===== src/rtl/fetch_pkg.sv =====
// Shared types and constants for the instruction fetch controller.
package fetch_pkg;

    localparam int WORD_W = 32;
    localparam logic [WORD_W-1:0] DEFAULT_HALT_WORD = 32'hDEADBEEF;

    typedef enum logic [1:0] {
        ST_IDLE,
        ST_RUN,
        ST_HALT
    } fetch_state_e;

    typedef struct packed {
        logic [WORD_W-1:0] instr;
        logic [WORD_W-1:0] pc;
    } fetch_entry_t;

endpackage


===== src/rtl/fetch_skid_buffer.sv =====
// Two-entry in-order FIFO holding fetched {instr, pc} pairs; flush empties it.
module fetch_skid_buffer
    import fetch_pkg::*;
(
    input  logic         clk,
    input  logic         rst_n,
    input  logic         push,
    input  logic         pop,
    input  logic         flush,
    input  fetch_entry_t push_entry,
    output fetch_entry_t head,
    output logic [1:0]   count
);

    fetch_entry_t mem_q [2];
    fetch_entry_t mem_d [2];
    logic         wr_ptr_q, wr_ptr_d;
    logic         rd_ptr_q, rd_ptr_d;
    logic [1:0]   count_q, count_d;

    always_comb begin
        mem_d    = mem_q;
        wr_ptr_d = wr_ptr_q;
        rd_ptr_d = rd_ptr_q;
        count_d  = count_q;
        if (flush) begin
            wr_ptr_d = 1'b0;
            rd_ptr_d = 1'b0;
            count_d  = 2'd0;
        end else begin
            if (push) begin
                mem_d[wr_ptr_q] = push_entry;
                wr_ptr_d        = ~wr_ptr_q;
            end
            if (pop) begin
                rd_ptr_d = ~rd_ptr_q;
            end
            count_d = count_q + {1'b0, push} - {1'b0, pop};
        end
    end

    always_ff @(posedge clk) begin
        if (!rst_n) begin
            for (int i = 0; i < 2; i++) begin
                mem_q[i] <= '0;
            end
            wr_ptr_q <= 1'b0;
            rd_ptr_q <= 1'b0;
            count_q  <= 2'd0;
        end else begin
            mem_q    <= mem_d;
            wr_ptr_q <= wr_ptr_d;
            rd_ptr_q <= rd_ptr_d;
            count_q  <= count_d;
        end
    end

    assign head  = mem_q[rd_ptr_q];
    assign count = count_q;

endmodule


===== src/rtl/fetch_controller.sv =====
// Instruction fetch controller: one-deep memory pipeline feeding a 2-entry buffer.
// Optional feature macro: FETCH_PERF_CNT_EN adds a saturating fetch_count output.
module fetch_controller
    import fetch_pkg::*;
#(
    parameter logic [WORD_W-1:0] RESET_PC  = 32'd0,
    parameter logic [WORD_W-1:0] HALT_WORD = DEFAULT_HALT_WORD
) (
    input  logic              clk,
    input  logic              rst_n,
    input  logic              start,
    output logic [WORD_W-1:0] imem_addr,
    input  logic [WORD_W-1:0] imem_data,
    input  logic              redirect_valid,
    input  logic [WORD_W-1:0] redirect_target,
    output logic              instr_valid,
    input  logic              instr_ready,
    output logic [WORD_W-1:0] instr,
    output logic [WORD_W-1:0] instr_pc,
    output logic              halted
`ifdef FETCH_PERF_CNT_EN
    ,
    output logic [WORD_W-1:0] fetch_count
`endif
);

    fetch_state_e      state_q, state_d;
    logic [WORD_W-1:0] pc_q, pc_d;
    logic [WORD_W-1:0] inflight_pc_q, inflight_pc_d;
    logic              inflight_q, inflight_d;
    logic              halted_q, halted_d;

    logic              redirect_act;
    logic              resp;
    logic              halt_resp;
    logic              push;
    logic              pop;
    logic              issue;
    logic [2:0]        occupancy;
    logic [1:0]        buf_count;
    fetch_entry_t      push_entry;
    fetch_entry_t      head;

    // A response arriving in the redirect cycle belongs to the old path and is dropped.
    always_comb begin
        redirect_act = redirect_valid && (state_q != ST_IDLE);
        resp         = inflight_q && !redirect_act;
        halt_resp    = resp && (imem_data == HALT_WORD);
        push         = resp && !halt_resp;
        pop          = instr_valid && instr_ready;
        occupancy    = {1'b0, buf_count} + {2'b00, inflight_q} - {2'b00, pop};
        issue        = (state_q == ST_RUN) && !redirect_act && !halt_resp
                       && (occupancy < 3'd2);
        push_entry   = '{instr: imem_data, pc: inflight_pc_q};
    end

    always_comb begin
        state_d       = state_q;
        pc_d          = pc_q;
        inflight_d    = issue;
        inflight_pc_d = issue ? pc_q : inflight_pc_q;
        if (redirect_act) begin
            pc_d = redirect_target;
        end else if (issue) begin
            pc_d = pc_q + 32'd1;
        end
        case (state_q)
            ST_IDLE: if (start)        state_d = ST_RUN;
            ST_RUN:  if (redirect_act) state_d = ST_RUN;
                     else if (halt_resp) state_d = ST_HALT;
            ST_HALT: if (redirect_act) state_d = ST_RUN;
            default: state_d = ST_IDLE;
        endcase
        halted_d = (state_d == ST_HALT);
    end

    always_ff @(posedge clk) begin
        if (!rst_n) begin
            state_q       <= ST_IDLE;
            pc_q          <= RESET_PC;
            inflight_q    <= 1'b0;
            inflight_pc_q <= '0;
            halted_q      <= 1'b0;
        end else begin
            state_q       <= state_d;
            pc_q          <= pc_d;
            inflight_q    <= inflight_d;
            inflight_pc_q <= inflight_pc_d;
            halted_q      <= halted_d;
        end
    end

    fetch_skid_buffer u_buffer (
        .clk        (clk),
        .rst_n      (rst_n),
        .push       (push),
        .pop        (pop),
        .flush      (redirect_act),
        .push_entry (push_entry),
        .head       (head),
        .count      (buf_count)
    );

    assign imem_addr   = pc_q;
    assign instr_valid = (buf_count != 2'd0);
    assign instr       = head.instr;
    assign instr_pc    = head.pc;
    assign halted      = halted_q;

`ifdef FETCH_PERF_CNT_EN
    logic [WORD_W-1:0] fetch_count_q, fetch_count_d;

    always_comb begin
        fetch_count_d = fetch_count_q;
        if (pop && (fetch_count_q != '1)) begin
            fetch_count_d = fetch_count_q + 32'd1;
        end
    end

    always_ff @(posedge clk) begin
        if (!rst_n) begin
            fetch_count_q <= '0;
        end else begin
            fetch_count_q <= fetch_count_d;
        end
    end

    assign fetch_count = fetch_count_q;
`endif

endmodule


===== config.mk =====
export PLATFORM = sky130hd
export DESIGN_NAME = fetch_controller
export DESIGN_NICKNAME = d
export VERILOG_FILES = /design/src/rtl/fetch_pkg.sv /design/src/rtl/fetch_skid_buffer.sv /design/src/rtl/fetch_controller.sv
export SDC_FILE = /design/constraint.sdc
export NUM_CORES = 1
export LEC_CHECK = 0
export CORE_MARGIN = 5
export CORE_UTILIZATION = 55
export CTS_BUF_LIST = sky130_fd_sc_hd__clkbuf_8
export DETAILED_ROUTE_END_ITERATION = 12
export PLACE_DENSITY = 0.81
export SLEW_MARGIN = 20
export SYNTH_ARGS = -nofsm -noshare
export SYNTH_HDL_FRONTEND = slang
export SYNTH_HIERARCHICAL = 1
export SYNTH_SLANG_ARGS = --single-unit

===== constraint.sdc =====
create_clock -name clk -period 3.85 [get_ports clk]
set_input_delay 0.77 -clock clk [delete_from_list [all_inputs] [get_ports clk]]
set_output_delay 0.77 -clock clk [all_outputs]
set_load 0.005 [all_outputs]

==> impl_summary.log, run 1 <==
[metrics] starting DRC count in detailed routing: 462
[metrics] final worst path period share: 0.889
[metrics] max-slew violation count: 0
[metrics] slowest cell delay on critical path: 0.57 ns
[metrics] outcome: finished clean
[metrics] Crit. End Element: flop
[metrics] post-cts sizing count: 0
[metrics] beginning of the worst register-to-register path: u_buffer/count[1]
[metrics] Area contributors post-synth: sky130_fd_sc_hd__dfxtp_1 43%, sky130_fd_sc_hd__mux2i_1 14%, sky130_fd_sc_hd__nand2_1 11%, sky130_fd_sc_hd__mux2_2 7.8%, sky130_fd_sc_hd__a21oi_1 2.2%
[metrics] Sinks on Clock Net: 200
[metrics] largest fanout of any net on the critical path: 23
[metrics] CP Data Required Time: 4.23 ns
[metrics] Synth Area per Inst: 9.27 sq um
[metrics] Unique masters post-synth: 63
[metrics] power density over the cells: 373 nW/um^2
[metrics] Post-synth EDFFs: 0
[metrics] Critical path destination: imem_addr[30]
[metrics] data arrival time of the critical path: 3.80 ns
[metrics] post-synth top area share: 0.431
[metrics] setup slack of the critical path after layout: 0.428 ns
[metrics] post-route antenna net violation count: 0
[metrics] proportion of layout cells with a drive suffix above 1: 0.117
[metrics] slew of the pin with the lowest slew margin: 0.902 ns
[metrics] count of yosys warnings during synthesis: 6
[metrics] FILL cells: 1357
[metrics] cell count after synthesis: 1001
[metrics] Max Clk Rate: 292 MHz
[metrics] launching element of the worst setup path: instr_ready
[metrics] series of cell instances along the critical path: clkdlybuf4s50_1 > and2_1 > ha_1 > nor2b_1 > fa_1 > nor4b_2 > nand2_1 > a31o_2 > or4_1 > a31oi_1
[metrics] fraction of registers with async set or reset after synthesis: 0
[metrics] area inside the core boundary: 16600 sq um
[metrics] final core occ: 0.688
[metrics] final setup vio count: 0
[metrics] normalized max-slew margin: 0.399
[metrics] leading area contributor after synthesis: sky130_fd_sc_hd__dfxtp_1
[metrics] clock transition time at the flip-flop clock pins of the worst setup and hold paths: 0.09 ns
[metrics] Setup Skew: 0.0109 ns
[metrics] Placed Cells incl. Taps: 1342
[metrics] final number of hold-violating endpoints: 0
[metrics] wire length of the first global-routing pass: 37.0 mm
[metrics] overall power consumption: 4.26 mW
[metrics] worst reg2reg path endpoint: imem_addr[30]
[metrics] internal reg-to-reg setup slack: 0.60 ns
[metrics] startpoint kind of the worst setup timing path: input pin
[metrics] Worst Hold Class: flop to flop
[metrics] number of hold buffers added after cts: 0
[metrics] vias per cell: 5.67
[metrics] starting density of the core: 0.560
[metrics] input/output buffers: 166
[metrics] height of the die: 140 um
[metrics] Final Non-Filler Cells: 1374
[metrics] grt total ovfl: 0
[metrics] Top Ports: 167
[metrics] H-tree depth: 4
[metrics] sum of negative setup slack: 0 ns
[metrics] Routed Wire Length: 22.6 mm
[metrics] Area Growth Syn to Fin: 22.9%
[metrics] area post-placement: 11000 sq um
[metrics] category of the critical setup timing path: input pin to flop
[metrics] top cell family by delay on the critical path: simple AND/OR/NAND/NOR gates
[metrics] Die Width: 140 um
[metrics] number of design rule violations left after detail routing: 0
[metrics] dominant synthesized flop cell: sky130_fd_sc_hd__dfxtp_1
[metrics] Post-Place Setup Slack: -0.0120 ns
[metrics] flip-flop and latch count after synthesis: 200
[metrics] clock latency on the worst-skew pair: 0.46 ns
[metrics] gr usage total: 0.226
[metrics] number of optimization iterations in the first detailed-route pass: 5
[metrics] Leakage Power: 4.34 nW
[metrics] wire length per cell: 16.5 um
[metrics] cell with the largest stage delay on the worst path: sky130_fd_sc_hd__or4_1
[metrics] die footprint: 19600 sq um
[metrics] Syn Nets: 1075
[metrics] Buf+Inv Stages, Crit Path: 1
[metrics] maximum VDD drop: 0.237 mV
[metrics] setup repair after global routing missed its margin: false
[metrics] Post-CTS Repair Setup Buffers: 0
[metrics] max-capacitance violation count: 0
[metrics] Num CTS Buffers: 17
[metrics] Post-Synthesis Cell Area: 9280 sq um
[metrics] vias in the first global route: 7376
[metrics] antenna violations before repair: 0
[metrics] pin count of the biggest net entering global routing: 97
[metrics] Final Net Count: 1215
[metrics] Seq/Total Area, Yosys: 0.431
[metrics] worst-case clock buffer depth: 2
[metrics] routed vias: 7785
[metrics] placement row count: 47
[metrics] TritonCTS clock tree: done
[metrics] number of stages on the worst setup path: 10
[metrics] HPWL reported at the end of detailed placement: 15.6 mm
[metrics] FF-to-FF path depth: 11
[metrics] final design instance area without fill: 11400 sq um
[metrics] final RePlAce weighted congestion: 0.908
[metrics] Hold WS: 0.459 ns
[metrics] final antenna diode count: 0
[metrics] crit path time final: 3.42 ns
[metrics] master cell of the clock root buffer: sky130_fd_sc_hd__clkbuf_8
[worst min path at each step]
| stage | start | endpoint | slack (ns) | cells past startpoint |
|---|---|---|---|---|
| after detailed placement | u_buffer/mem_q[95] | u_buffer/mem_q[95] | 0.45 | 2 |
| final | inflight_pc_q[12] | inflight_pc_q[12] | 0.46 | 2 |
| after global placement | u_buffer/mem_q[98] | u_buffer/mem_q[98] | 0.44 | 2 |
| after global routing | u_buffer/mem_q[112] | u_buffer/mem_q[112] | 0.47 | 2 |
| after floorplan | u_buffer/mem_q[100] | u_buffer/mem_q[100] | 0.43 | 2 |
| after CTS | inflight_pc_q[13] | inflight_pc_q[13] | 0.46 | 2 |
[cells in the mapped netlist, drive strengths merged (8+ instances only)]
cell / number
dfxtp: 200
and4: 8
o31ai: 8
a31oi: 20
clkbuf: 16
nand2: 283
o21ai: 31
nor3: 9
nor2: 16
a21oi: 41
inv: 12
or4: 9
mux2i: 128
buf: 55
nand3: 9
mux2: 64
nand4: 13
[worst register-to-register path: stages (launching register included)]
cell and delay [ns]:
sky130_fd_sc_hd__dfxtp_1 0.35, sky130_fd_sc_hd__inv_1 0.11, sky130_fd_sc_hd__nand2_1 0.10, sky130_fd_sc_hd__and2_1 0.19, sky130_fd_sc_hd__ha_1 0.29, sky130_fd_sc_hd__nor2b_1 0.14, sky130_fd_sc_hd__fa_1 0.45, sky130_fd_sc_hd__nor4b_2 0.25
sky130_fd_sc_hd__nand2_1 0.15, sky130_fd_sc_hd__a31o_2 0.39, sky130_fd_sc_hd__or4_1 0.57, sky130_fd_sc_hd__a31oi_1 0.20
[cells in the final DEF, fill, tap and decap left out, drive strengths merged, types with 3 or more instances in the layout]
cell type / n
nor2: 16
inv: 14
or3: 3
dfxtp: 200
clkbuf: 21
ha: 4
bufinv: 4
buf: 27
mux2: 64
a311oi: 5
nand4: 13
and4: 8
mux2i: 128
or4: 9
nor4: 5
clkinv: 3
and3: 6
xnor2: 3
a211oi: 5
nor3: 9
a21oi: 41
nand3b: 3
nand2: 283
a31oi: 20
o21ai: 31
clkdlybuf4s50: 165
o31ai: 8
nand4b: 7
and2: 4
clkinvlp: 3
nand3: 9
o41ai: 3
[sequential cells by signal, indices dropped and copies added, names as in the netlist]
| signal | cells |
|---|---|
| halted | 1 |
| imem_addr | 32 |
| inflight_pc_q | 32 |
| inflight_q | 1 |
| state_q | 2 |
| u_buffer/count | 2 |
| u_buffer/mem_q | 128 |
| u_buffer/rd_ptr_q | 1 |
| u_buffer/wr_ptr_q | 1 |
[kinds of logic (layout without fill, tap and decap cells)]
kind of cell,count (synthesis),in the layout,synth area share
xor gates and xnor gates,5,5,0.00620
DFF,200,200,0.431
muxes,192,192,0.216
adders and majority gates,5,5,0.00755
AOI/OAI and AO/OA,132,132,0.0902
and+or+nand+nor,383,383,0.190
buffers and inverters,84,237,0.0588
[power breakdown]
| group | switching, mW | internal, mW |
|---|---|---|
| registers | 0.0802 | 2.12 |
| logic | 0.287 | 0.289 |
| clock network | 0.703 | 0.777 |
| total | 1.07 | 3.19 |
[metal layers]
metal  track usage  part of all wire
met1         0.317              0.47
met2         0.350              0.44
met3        0.0545             0.067
met4        0.0607             0.017
met5             0                 0
[cell type report]
class                           count  area, sq um  share of cell area
Clock buffer                       21          289              0.0253
Sequential cell                   200         4010               0.351
Multi-Input combinational cell    717         4740               0.415
Inverter                           13         48.8             0.00428
Tap cell                          220          275              0.0241
Timing Repair Buffer              192         1880               0.165
Clock inverter                     11          169              0.0148
No activity file was read; power rests on OpenSTA's default activity.
==> run 2, diff against run 1 <==
MAX_ROUTING_LAYER = met4   (was default)
==> impl_summary.log, run 2 (synthesis gave the netlist of run 1 again) <==
[metrics] Num CTS Buffers: 17 (unchanged)
[metrics] Worst Hold Class: flop to flop
[metrics] crit path time final: 3.37 ns (-0.0535 ns)
[metrics] CP Data Required Time: 4.25 ns (+0.02 ns)
[metrics] Buf+Inv Stages, Crit Path: 1 (unchanged)
[metrics] sum of negative setup slack: 0 ns (unchanged)
[metrics] proportion of layout cells with a drive suffix above 1: 0.119 (+0.00229)
[metrics] HPWL reported at the end of detailed placement: 15.8 mm (+1.5%)
[metrics] data arrival time of the critical path: 3.76 ns (-0.04 ns)
[metrics] Hold WS: 0.459 ns (+0.000584 ns)
[metrics] Routed Wire Length: 22.6 mm (about the same)
[metrics] pin count of the biggest net entering global routing: 88 (-9.3%)
[metrics] gr usage total: 0.236 (+0.00992)
[metrics] Sinks on Clock Net: 200 (unchanged)
[metrics] maximum VDD drop: 0.236 mV (-0.37%)
[metrics] final number of hold-violating endpoints: 0 (unchanged)
[metrics] max FFs per register: 128 (unchanged)
[metrics] normalized max-slew margin: 0.583 (+0.184)
[metrics] TritonCTS clock tree: done
[metrics] post-cts sizing count: 0 (unchanged)
[metrics] Top reg by flops: u_buffer/mem_q
[metrics] H-tree depth: 4 (unchanged)
[metrics] Post-Place Setup Slack: -0.00772 ns (+0.00424 ns)
[metrics] Combinational Power Share: 0.141 (+0.006)
[metrics] clock latency on the worst-skew pair: 0.48 ns (+0.02 ns)
[metrics] total internal power: 2.97 mW (-7.0%)
[metrics] placement row count: 47 (unchanged)
[metrics] overall power consumption: 4.08 mW (-4.2%)
[metrics] post-route antenna net violation count: 0 (unchanged)
[metrics] vias in the first global route: 7390 (+0.19%)
[metrics] setup repair after global routing missed its margin: false
[metrics] grt total ovfl: 0 (unchanged)
[metrics] series of cell instances along the critical path: clkdlybuf4s50_1 > and2_1 > ha_1 > nor2b_1 > fa_1 > nor4b_2 > nand2_1 > a31o_2 > or4_1 > a31oi_1
[metrics] number of design rule violations left after detail routing: 0 (unchanged)
[metrics] Leakage Power: 4.34 nW (about the same)
[metrics] final antenna diode count: 0 (unchanged)
[metrics] outcome: finished clean
[metrics] Final Net Count: 1218 (+0.25%)
[metrics] height of the die: 140 um (unchanged)
[metrics] Setup Skew: 0.0113 ns (+0.000360 ns)
[metrics] max-capacitance violation count: 0 (unchanged)
[metrics] number of optimization iterations in the first detailed-route pass: 5 (unchanged)
[metrics] Crit. End Element: flop
[metrics] starting DRC count in detailed routing: 459 (-0.65%)
[metrics] proportion of power drawn by flip-flops and latches: 0.541 (+0.024)
[metrics] setup slack of the critical path after layout: 0.482 ns (+0.0535 ns)
[metrics] most frequent cells in the layout: 283 x sky130_fd_sc_hd__nand2_1, 199 x sky130_fd_sc_hd__dfxtp_1, 165 x sky130_fd_sc_hd__clkdlybuf4s50_1
[metrics] max-slew violation count: 0 (unchanged)
[metrics] largest fanout of any net on the critical path: 21 (-8.7%)
[metrics] clock transition time at the flip-flop clock pins of the worst setup and hold paths: 0.10 ns (about the same)
[metrics] switching power summed over all nets: 1.12 mW (+4.2%)
[metrics] most common cell after layout, fill and taps aside: sky130_fd_sc_hd__nand2_1
[metrics] master cell of the clock root buffer: sky130_fd_sc_hd__clkbuf_8
[metrics] area inside the core boundary: 16600 sq um (unchanged)
[metrics] wire length of the first global-routing pass: 37.4 mm (+1.2%)
[metrics] wire length per cell: 16.4 um (-0.27%)
[metrics] slowest cell delay on critical path: 0.54 ns (-0.03 ns)
[metrics] Die Width: 140 um (unchanged)
[metrics] cell with the largest stage delay on the worst path: sky130_fd_sc_hd__or4_1
[metrics] input/output buffers: 166 (unchanged)
[metrics] Max Clk Rate: 297 MHz (+1.6%)
[metrics] final core occ: 0.688 (about the same)
[metrics] Top Ports: 167 (unchanged)
[metrics] final RePlAce weighted congestion: 0.913 (+0.53%)
[metrics] routed vias: 7744 (-0.53%)
[metrics] top cell family by delay on the critical path: simple AND/OR/NAND/NOR gates
[metrics] worst-case clock buffer depth: 2 (unchanged)
[metrics] fraction of power spent switching nets: 0.273 (+0.0219)
[metrics] final worst path period share: 0.875 (-0.0139)
[metrics] final setup vio count: 0 (unchanged)
[metrics] die footprint: 19600 sq um (unchanged)
[metrics] relative contribution of the clock network to total power: 0.319 (-0.029)
[metrics] starting density of the core: 0.560 (unchanged)
[metrics] category of the critical setup timing path: input pin to flop
[metrics] power density over the cells: 358 nW/um^2 (-4.1%)
[metrics] FILL cells: 1340 (-1.3%)
[metrics] startpoint kind of the worst setup timing path: input pin
[metrics] vias per cell: 5.62 (-0.74%)
[metrics] Post-CTS Repair Setup Buffers: 0 (unchanged)
[metrics] number of hold buffers added after cts: 0 (unchanged)
[metrics] antenna violations before repair: 0 (unchanged)
[metrics] Area Growth Syn to Fin: 22.9% (about the same)
[metrics] slew of the pin with the lowest slew margin: 0.622 ns (-0.280 ns)
-- run 2: cell count changes in the layout (fill, tap and decap cells not counted) --
cell and change:
sky130_fd_sc_hd__buf_12 +4, sky130_fd_sc_hd__inv_6 +2, sky130_fd_sc_hd__clkbuf_8 -2, sky130_fd_sc_hd__buf_4 -1
sky130_fd_sc_hd__clkinvlp_4 +1, sky130_fd_sc_hd__bufinv_16 -3, sky130_fd_sc_hd__clkinv_4 +2
-- run 2: stage by stage --
step | instance area [sq um] | cells
5_1_grt | 11400 | 1377
6_report | 11400 | 1377
3_5_place_dp | 11000 | 1345
4_1_cts | 11400 | 1377
3_3_place_gp | 11000 | 1345
2_1_floorplan | 9280 | 1001
-- run 2: area by class of cell --
type	count	area, sq um	area share
Clock inverter	13	121	0.0106
Multi-Input combinational cell	717	4740	0.416
Inverter	13	48.8	0.00428
Clock buffer	19	262	0.0229
Sequential cell	200	4010	0.351
Timing Repair Buffer	195	1960	0.171
Tap cell	220	275	0.0241
-- run 2: routing by layer --
layer,up-vias,wire (um),GRT usage
li1,3786,-,-
met1,3627,10700,0.326
met2,297,10000,0.354
met3,34,1550,0.0436
met4,0,378,0.0704
met5,-,0,-
-- run 2: power groups by stage --
stage	registers, mW	logic (mW)	clock network [mW]
4_1_cts	2.20	0.575	1.32
2_1_floorplan	2.21	0.359	0
5_1_grt	2.22	0.627	1.42
3_5_place_dp	2.25	0.572	0
6_report	2.21	0.574	1.30
3_3_place_gp	2.25	0.564	0
-- run 2: final timing paths --
| check | startpoint | to | slack, ns | depth (start not counted) |
|---|---|---|---|---|
| worst min register to register | u_buffer/mem_q[126] | u_buffer/mem_q[126] | 0.46 | 2 |
| worst min-delay path | u_buffer/mem_q[126] | u_buffer/mem_q[126] | 0.46 | 2 |
| worst max-delay path | instr_ready | imem_addr[28] | 0.48 | 10 |
| worst max register to register | u_buffer/count[1] | imem_addr[28] | 0.63 | 11 |
-- run 2: worst reg2reg max path: cells and delay by family (launching register included) --
kind                     cells  cell delay (ns)
AO/OA/AOI/OAI                2             0.60
buffers and inverters        1             0.11
AND/OR/NAND/NOR              6             1.35
flip-flops                   1             0.36
adder cells (fa/ha/maj)      2             0.73
